$ cat src/rtl/dut_pin_sequencer.sv
// Pin sequencer: sits between the test runner and the chip-under-test pins.
// Accepts one stimulus vector per handshake, drives it onto the selected target's pins,
// waits a per-vector settle time, samples the chip response through a 2-flop synchroniser
// and returns it over a valid/ready handshake. Out-of-range targets are answered at once
// with an error response and leave the pins untouched.
//
// Ports:
//   clock, reset_n                 system clock, asynchronous active-low reset
//   req_valid/req_ready            request handshake
//   req_target/req_mosi/req_wait   target index, stimulus word, extra settle cycles
//   resp_valid/resp_ready          response handshake
//   resp_miso/resp_target/resp_err captured word, echoed target, bad-target flag
//   pin_sel/pin_mosi/pin_active    physical pin drive
//   pin_miso                       asynchronous chip response
//   txn_count                      completed good transactions (saturating)
module dut_pin_sequencer #(
  parameter int unsigned IO_WIDTH    = 24,
  parameter int unsigned SEL_WIDTH   = 5,
  parameter int unsigned WAIT_WIDTH  = 4,
  parameter int unsigned NUM_TARGETS = 20
) (
  input  logic                  clock,
  input  logic                  reset_n,
  input  logic                  req_valid,
  output logic                  req_ready,
  input  logic [SEL_WIDTH-1:0]  req_target,
  input  logic [IO_WIDTH-1:0]   req_mosi,
  input  logic [WAIT_WIDTH-1:0] req_wait,
  output logic                  resp_valid,
  input  logic                  resp_ready,
  output logic [IO_WIDTH-1:0]   resp_miso,
  output logic [SEL_WIDTH-1:0]  resp_target,
  output logic                  resp_err,
  output logic [SEL_WIDTH-1:0]  pin_sel,
  output logic [IO_WIDTH-1:0]   pin_mosi,
  output logic                  pin_active,
  input  logic [IO_WIDTH-1:0]   pin_miso,
  output logic [15:0]           txn_count
);

  localparam int unsigned CntW = WAIT_WIDTH + 1;
  // One extra bit so NUM_TARGETS == 2**SEL_WIDTH is still representable.
  localparam logic [SEL_WIDTH:0] NumTargets = NUM_TARGETS[SEL_WIDTH:0];

  typedef enum logic [1:0] {StIdle, StSettle, StResp} state_e;

  state_e               r_state, w_state_next;
  logic [CntW-1:0]      r_cnt, w_cnt_next;
  logic [IO_WIDTH-1:0]  r_sync1, r_sync2;
  logic [IO_WIDTH-1:0]  r_resp_miso, w_resp_miso_next;
  logic [SEL_WIDTH-1:0] r_resp_target, w_resp_target_next;
  logic                 r_resp_err, w_resp_err_next;
  logic [SEL_WIDTH-1:0] r_pin_sel, w_pin_sel_next;
  logic [IO_WIDTH-1:0]  r_pin_mosi, w_pin_mosi_next;
  logic                 r_pin_active, w_pin_active_next;
  logic [15:0]          r_txn_count, w_txn_count_next;
  logic                 w_target_ok;

  assign w_target_ok = ({1'b0, req_target} < NumTargets);

  // Synchroniser runs every cycle regardless of state.
  always_ff @(posedge clock or negedge reset_n) begin
    if (!reset_n) begin
      r_sync1 <= '0;
      r_sync2 <= '0;
    end else begin
      r_sync1 <= pin_miso;
      r_sync2 <= r_sync1;
    end
  end

  always_ff @(posedge clock or negedge reset_n) begin
    if (!reset_n) begin
      r_state       <= StIdle;
      r_cnt         <= '0;
      r_resp_miso   <= '0;
      r_resp_target <= '0;
      r_resp_err    <= 1'b0;
      r_pin_sel     <= '0;
      r_pin_mosi    <= '0;
      r_pin_active  <= 1'b0;
      r_txn_count   <= '0;
    end else begin
      r_state       <= w_state_next;
      r_cnt         <= w_cnt_next;
      r_resp_miso   <= w_resp_miso_next;
      r_resp_target <= w_resp_target_next;
      r_resp_err    <= w_resp_err_next;
      r_pin_sel     <= w_pin_sel_next;
      r_pin_mosi    <= w_pin_mosi_next;
      r_pin_active  <= w_pin_active_next;
      r_txn_count   <= w_txn_count_next;
    end
  end

  always_comb begin
    w_state_next       = r_state;
    w_cnt_next         = r_cnt;
    w_resp_miso_next   = r_resp_miso;
    w_resp_target_next = r_resp_target;
    w_resp_err_next    = r_resp_err;
    w_pin_sel_next     = r_pin_sel;
    w_pin_mosi_next    = r_pin_mosi;
    w_pin_active_next  = r_pin_active;
    w_txn_count_next   = r_txn_count;
    req_ready          = 1'b0;
    resp_valid         = 1'b0;

    unique case (r_state)
      StIdle: begin
        req_ready = 1'b1;
        if (req_valid) begin
          w_resp_target_next = req_target;
          if (w_target_ok) begin
            w_pin_sel_next    = req_target;
            w_pin_mosi_next   = req_mosi;
            w_pin_active_next = 1'b1;
            // +2 covers the synchroniser depth so stage 2 reflects the new vector.
            w_cnt_next        = {1'b0, req_wait} + CntW'(2);
            w_state_next      = StSettle;
          end else begin
            w_resp_err_next  = 1'b1;
            w_resp_miso_next = '0;
            w_state_next     = StResp;
          end
        end
      end
      StSettle: begin
        if (r_cnt != '0) begin
          w_cnt_next = r_cnt - CntW'(1);
        end else begin
          w_resp_miso_next  = r_sync2;
          w_resp_err_next   = 1'b0;
          w_pin_active_next = 1'b0;
          w_state_next      = StResp;
        end
      end
      StResp: begin
        resp_valid = 1'b1;
        if (resp_ready) begin
          w_state_next = StIdle;
          if (!r_resp_err && (r_txn_count != 16'hFFFF)) begin
            w_txn_count_next = r_txn_count + 16'd1;
          end
        end
      end
      default: w_state_next = StIdle;
    endcase
  end

  assign resp_miso   = r_resp_miso;
  assign resp_target = r_resp_target;
  assign resp_err    = r_resp_err;
  assign pin_sel     = r_pin_sel;
  assign pin_mosi    = r_pin_mosi;
  assign pin_active  = r_pin_active;
  assign txn_count   = r_txn_count;

endmodule

$ cat config.mk
export PLATFORM = sky130hd
export DESIGN_NAME = dut_pin_sequencer
export DESIGN_NICKNAME = d
export VERILOG_FILES = /design/src/rtl/dut_pin_sequencer.sv
export SDC_FILE = /design/constraint.sdc
export NUM_CORES = 1
export LEC_CHECK = 0
export CAP_MARGIN = 20
export CORE_ASPECT_RATIO = 1.2
export CORE_UTILIZATION = 40
export DETAILED_ROUTE_END_ITERATION = 7
export PLACE_DENSITY = 0.69
export SYNTH_ARGS = -nofsm -noshare
export SYNTH_HDL_FRONTEND = slang
export SYNTH_SLANG_ARGS = --single-unit
export TNS_END_PERCENT = 100
$ cat constraint.sdc
create_clock -name clock -period 2.95 [get_ports clock]
set_clock_uncertainty 0.2 [all_clocks]
set_input_delay 0.885 -clock clock [delete_from_list [all_inputs] [get_ports clock]]
set_output_delay 0.885 -clock clock [all_outputs]
set_load 0.01 [all_outputs]
Word-level counts from Yosys, hierarchy flattened

Index checks and enable logic that the tools add are counted.

Bits of input ports: 61
Bits in registers: 131

Magnitude comparators: 1
Multiplexer cells: 22
Reductions and logical operators: 12
Equality and inequality tests: 9
$add $sub $neg: 3

Operators with widths:

| kind                  | number |
|---|---|
| $mux 24               | 3 |
| $pmux 24 s2           | 1 |
| $add 16x1->16 const B | 1 |
| $ne 16x16->1 const B  | 1 |
| $mux 5                | 3 |
| $ne 2x2->1 const B    | 6 |
| $reduce_and 4->1      | 3 |
| $pmux 5 s2            | 1 |
| $reduce_and 3->1      | 3 |
| $mux 2                | 4 |
| $mux 1                | 7 |
| $pmux 2 s3            | 1 |
| $add 4x2->5 const B   | 1 |
| $lt 5x5->1 const B    | 1 |
| $reduce_bool 5->1     | 1 |
| $sub 5x1->5 const B   | 1 |
| $pmux 1 s2            | 2 |
| $eq 2x1->1 const B    | 1 |
| $eq 2x2->1 const B    | 1 |
| $logic_not 2->1       | 1 |
| $reduce_and 2->1      | 1 |
| $reduce_bool 2->1     | 1 |
| $logic_and 1x1->1     | 1 |
| $logic_not 1->1       | 1 |

Depth between registers and ports, before layout

Gate-level depths: netlist of run 1.

Depth after elaboration: 4
Mapped depth: 8
Mapped depth without buffers: 6

Least setup slack after synthesis of run 1

OpenSTA, ideal clock, no wires.

Kind: in2reg
Start: input req_valid
End: register r_pin_mosi[18] (netlist: pin_mosi[18])
Buffers on the path: 2
Data arrival time: 1,952 ps
Setup slack: 673 ps
Stages: 6
Required time: 2,625 ps
Path through: nor2b_1 > and2b_2 > nand2_1 > buf_4 > buf_6 > mux2_2

Longest elaborated chain between the ends: 1

RTL lines:

| item                       | RTL line | RTL |
|---|---|---|
| from (decl)                | 24       | `input logic req_valid,` |
| $reduce_and 3->1 (no line) | --       |  |
| to (signal assigned)       | 90       | `r_pin_mosi <= w_pin_mosi_next;` |
| to (decl)                  | 54       | `logic [IO_WIDTH-1:0] r_pin_mosi, w_pin_mosi_next;` |

Every way passes these cells.
A chain may end at the register's enable or synchronous reset.

Worst setup path after layout of run 1

Start: register r_state[0]
End: output resp_valid

Longest elaborated chain between the ends: 2

RTL lines:

| item                   | RTL line | RTL |
|---|---|---|
| from (decl)            | 47       | `state_e r_state, w_state_next;` |
| from (signal assigned) | 74       | `r_state <= StIdle;` |
| from (signal assigned) | 84       | `r_state <= w_state_next;` |
| $eq 2x2->1             | 109      | `unique case (r_state)` |
| $mux 1                 | 109      |  |
| to (decl)              | 29       | `output logic resp_valid,` |

Every way passes these cells.

==> flow_metrics.tcl, run 1 <==
set metrics [dict create \
    worst_slew_pin_slew_ps 601.4 \
    leakagePower_nw 3.095 \
    async_reset_ff_frac 1.000 \
    die-area_um2 12210 \
    worstPathArrival_ps 1730 \
    postCtsSetupBuffers 0 \
    dpl.hpwl_um 6674 \
    drv_cap 0 \
    synth_seq_cells 131 \
    worst_slack_ps 138.2 \
    cp-start-kind "flip-flop" \
    viasPerCell 4.807 \
    pre_cts_slack_ps 173.4 \
    synthCells 317 \
    cts_buffers 17 \
    drtAntennaViolNets 0 \
    cts_root_buffer "clkbuf_16" \
    critPathMaxFanout 11 \
    die_y_um 120.8 \
    synth_most_common_cell "dfrtp_1" \
    synth_top_area_cell "dfrtp_1" \
    cts.sinks 131 \
    maxSlewHeadroom 0.5991 \
    fillers 923 \
    routed_wl_um 9796 \
    min_period_over_period 0.9532 \
    fmax_ghz 0.3556 \
    tns_ps 0 \
    synth_edf_count 0 \
    antenna_found_initial 0 \
    port_buffers 138 \
    drt_pass1_iterations 6 \
    avgSynthCellArea_um2 14.85 \
    drive_above_1_share 0.1629 \
    ys.flop_type "dfrtp_1" \
    clk_latency_ps 400 \
    required_ps 1870 \
    start_util 0.4088 \
    pin_count 139 \
    fin_util 0.5994 \
    min_period_ps 2812 \
    gp_congestion 0.7349 \
    remaining_drc_errors 0 \
    die_x_um 101.0 \
    drv_slew 0 \
    cts_hold_buf 0 \
    stdcell_count 642 \
    ctsResizeCount 0 \
    grt_overflow_total 0 \
    outcome "completed" \
    power.density_nw_per_um2 970.8 \
    hold_depth 0 \
    grt_pass1_vias 3208 \
    synthToLayoutAreaGrowth_pct 46.62 \
    routedWlPerCell_um 15.26 \
    crit_type "flip-flop to primary output" \
    syn_nets 381 \
    finalNetCount 536 \
    holdCritPathClass "flip-flop to flip-flop" \
    dpl.cell_count 610 \
    reg2regPathDepth 7 \
    yosysWarningCount 0 \
    grt_usage 0.1764 \
    synth-seq-area-share 0.6964 \
    grt_max_degree 60 \
    rows 43 \
    rsz0062_at_grt "false" \
    antennaDiodeCount 0 \
    regArea_um2 3278 \
    power_mw 6.700 \
    synth_cell_types 41 \
    vdd_drop_max_v 0.0004592 \
    hold_viol_final 0 \
    setup_violations 0 \
    synth_common_cells "dfrtp_1 (131), mux2_2 (29), a22o_1 (26), nand2_1 (25), xor2_1 (16)" \
    multi_input_comb_area_um2 1320 \
    clk_pin_slew_worst_paths_ps 60 \
    cp-end-kind "primary output" \
    cts_htree_levels 4 \
    synth_top_area_share 0.6964 \
    grt_pass1_wl_um 16150 \
    cts_tree "done" \
    first_iter_violations 96 \
    synth.cell_area_um2 4707 \
    core-area_um2 11510 \
    clockBufferDepth 2 \
    vias 3086 \
    ys_top_cells_by_area "dfrtp_1 (70%), mux2_2 (6.9%), a22o_1 (4.8%)" \
]
[worst paths after layout]
kind                             start      endpoint  slack [ps]
setup / recovery            r_state[0]    resp_valid         140
hold / removal             r_sync1[10]   r_sync2[10]         140
setup reg to reg              r_cnt[0]      r_cnt[4]         750
hold reg to reg            r_sync1[10]   r_sync2[10]         140
max in group asynchronous      reset_n   r_sync1[14]        1710
min in group asynchronous      reset_n  txn_count[9]         220
[cell type report]
cell class	count	area share
Sequential cell	131	0.4750
Timing Repair Buffer	147	0.2156
Multi-Input combinational cell	171	0.1913
Clock buffer	18	0.06218
Tap cell	157	0.02846
Clock inverter	14	0.02538
Inverter	4	0.002175
[where the power goes]
group	internal [mW]	total [mW]	switching [mW]
Sequential	2.26	2.56	0.300
Clock	1.34	2.13	0.787
Combinational	1.21	2.01	0.807
[metal layers]
| metal | vias up | global-route usage | share of wire |
|---|---|---|---|
| li1 | 1426 | - | - |
| met1 | 1547 | 0.2062 | 0.40 |
| met2 | 92 | 0.2962 | 0.52 |
| met3 | 21 | 0.05376 | 0.050 |
| met4 | 0 | 0.08062 | 0.024 |
| met5 | - | 0 | 0 |
[state kept, by name, summed over array words and instances (netlist names)]
signal and count:
r_state 2, pin_mosi 24, pin_active 1, r_sync1 24
r_sync2 24, resp_err 1, pin_sel 5, txn_count 16
resp_target 5, resp_miso 24, r_cnt 5
[worst max-delay path: stages, from the launching register on]
cell	delay [ps]
dfrtp_1	490
nand2b_1	230
inv_1	70
clkdlybuf4s50_1	530
[metrics by stage]
stage	hold slack (ps)	instance area [um2]
after floorplan	131.2	4707
after global placement	131.2	6297
after detailed placement	134.7	6297
after CTS	145.2	6902
after global routing	150.0	6902
final	144.8	6902
[cells by family (layout without fill, tap and decap cells)]
family,after synthesis,in the layout,share of synthesized area
DFF,131,131,0.6964
and+or+nand+nor,74,74,0.09038
AOI/OAI and AO/OA,47,47,0.07868
muxes,31,31,0.07363
xor gates and xnor gates,16,16,0.02977
buffers and inverters,15,183,0.02312
adders and majority gates,3,3,0.007975
[layout by cell type (no fill, tap or decap), drive strengths merged, types with 3 or more instances in the layout]
cell,synthesis,final
a21oi,4,4
nor3b,4,4
clkinv,0,6
dfrtp,131,131
nand2,25,25
xor2,16,16
a22o,26,26
nand4,4,4
ha,3,3
clkdlybuf4s50,0,137
nor2,11,11
bufinv,0,3
mux2,29,29
buf,11,10
inv,4,9
nor3,6,6
nor2b,3,3
nand3,5,5
clkbuf,0,18
o21ai,11,11
Note: power is estimated with default switching activity, not from simulation.
==> run 2, diff against run 1 <==
- CAP_MARGIN: 20 -> unset
- RECOVER_POWER: unset -> 25
==> run 2 against run 1 <==
  * Routed wire length about the same
  * Utilization down 0.054 points
  * Via count grew 0.19%
  * Largest cell class unchanged
  * Setup slack is essentially flat
  * Clock power hardly changed
  * Critical path depth unchanged
  * Largest power group unchanged
  * Hold slack hardly changed
==> flow_metrics.tcl, run 2 (same netlist as run 1, synthesis figures left out) <==
set metrics [dict create \
    outcome "completed" \
    postCtsSetupBuffers 0 \
    viasPerCell 4.816 \
    r2r-start "r_cnt[0]" \
    grt_overflow_total 0 \
    drt_pass1_iterations 6 \
    die_x_um 101.0 \
    vdd_drop_max_v 0.0004593 \
    reg2regPathDepth 7 \
    drive_above_1_share 0.1629 \
    crit_family "buffers and inverters" \
    drv_slew 0 \
    p_sw_frac 0.2827 \
    cts_tree "done" \
    finalNetCount 536 \
    maxSlewHeadroom 0.04022 \
    dpl.hpwl_um 6674 \
    cts_root_buffer "clkbuf_16" \
    required_ps 1870 \
    fin_util 0.5989 \
    holdPathEnd "r_sync2[20]" \
    cts_hold_buf 0 \
    hold_depth 0 \
    core-area_um2 11510 \
    slowest_delay_ps 530 \
    start_util 0.4088 \
    routed_wl_um 9789 \
    grt_pass1_wl_um 16150 \
    leakagePower_nw 3.094 \
    p_int_mw 4.803 \
    gp_congestion 0.7349 \
    min_period_over_period 0.9531 \
    antennaDiodeCount 0 \
    critPathMaxFanout 11 \
    clk_pin_slew_worst_paths_ps 60 \
    p_clk_frac 0.318 \
    clk_latency_ps 400 \
    worstPathArrival_ps 1730 \
    grt_usage 0.1764 \
    stdcell_count 642 \
    min_period_ps 2812 \
    cp_num_buf_inv 2 \
    cts.sinks 131 \
    setup_violations 0 \
    final_cell_mix "clkdlybuf4s50_1 (131), dfrtp_1 (131), mux2_2 (29)" \
    cp-start-kind "flip-flop" \
    crit_chain "nand2b_1 -> inv_1 -> clkdlybuf4s50_1" \
    r2r_slack_ps 750 \
    first_iter_violations 100 \
    sequentialPowerShare 0.382 \
    worst_slew_pin_slew_ps 1440 \
    port_buffers 138 \
    grt_max_degree 60 \
    ctsResizeCount 0 \
    fillers 925 \
    holdCritPathClass "flip-flop to flip-flop" \
    reg2reg_to "r_cnt[4]" \
    clockBufferDepth 2 \
    crit_type "flip-flop to primary output" \
    routedWlPerCell_um 15.25 \
    dpl.cell_count 610 \
    power.switching_mw 1.893 \
    drtAntennaViolNets 0 \
    cts_htree_levels 4 \
    rsz0062_at_grt "false" \
    drv_cap 0 \
    holdCritStartpoint "r_sync1[20]" \
    vias 3092 \
    fmax_ghz 0.3557 \
    crit_slowest_cell "clkdlybuf4s50_1" \
    die_y_um 120.8 \
    rows 43 \
    pin_count 139 \
    hold_viol_final 0 \
    synthToLayoutAreaGrowth_pct 46.49 \
    p_comb_frac 0.300 \
    remaining_drc_errors 0 \
    cp-end-kind "primary output" \
    grt_pass1_vias 3208 \
    cts_buffers 17 \
    power.density_nw_per_um2 971.1 \
    antenna_found_initial 0 \
    tns_ps 0 \
    die-area_um2 12210 \
]
-- run 2: worst register-to-register path: stages (launching register included) --
cell	delay, ps
dfrtp_1	400
inv_1	90
ha_1	230
or4b_1	540
nor2_4	130
buf_4	300
a41oi_1	70
o21ai_0	160
-- run 2: final cells by class --
cell class              instances  area [um2]  share of cell area
clock buffers                  18       429.2             0.06224
flip-flops and latches        131        3278              0.4754
well taps                     157       196.4             0.02849
clock inverters                14       175.2             0.02540
multi-input cells             171        1320              0.1914
repair buffers                147        1481              0.2148
inverters                       4       15.01            0.002177
-- run 2: per-stage QoR --
step	setup WS [ps]	total power, mW	hold WS [ps]	area [um2]
after CTS	122.2	6.773	145.2	6902
final	138.4	6.696	144.4	6895
after detailed placement	173.4	4.615	134.7	6297
after global placement	197.1	4.559	131.2	6297
after global routing	33.17	7.048	150.0	6895
after floorplan	673.4	3.521	131.2	4707
-- run 2: power by group through the flow --
stage | sequential (mW) | combinational, mW | clock (mW)
finish | 2.56 | 2.01 | 2.13
global route | 2.62 | 2.18 | 2.25
CTS | 2.56 | 2.04 | 2.17
detailed placement | 2.58 | 2.03 | 0
global placement | 2.57 | 1.99 | 0
floorplan | 2.71 | 0.815 | 0
-- run 2: worst max-delay path by stage --
stage	from	end	slack [ps]	cells after the start
4_1_cts	r_state[0]	resp_valid	120	3
3_5_place_dp	req_valid	pin_mosi[16]	170	6
2_1_floorplan	req_valid	pin_mosi[18]	670	6
6_report	r_state[0]	resp_valid	140	3
5_1_grt	r_state[0]	resp_valid	30	3
3_3_place_gp	req_target[2]	resp_miso[21]	200	6
-- run 2: per-layer routing --
metal	track usage	vias up	wire length, um
met1	0.2062	1554	3932
met3	0.05376	21	488
met4	0.08062	0	236
met2	0.2962	91	5131
met5	0	-	0
li1	-	1426	-
==> run 3, diff against run 2 <==
- CTS_CLUSTER_DIAMETER: unset -> 120
==> results of run 3 <==
The final DEF is identical to that of run 2; final timing and power are the same.
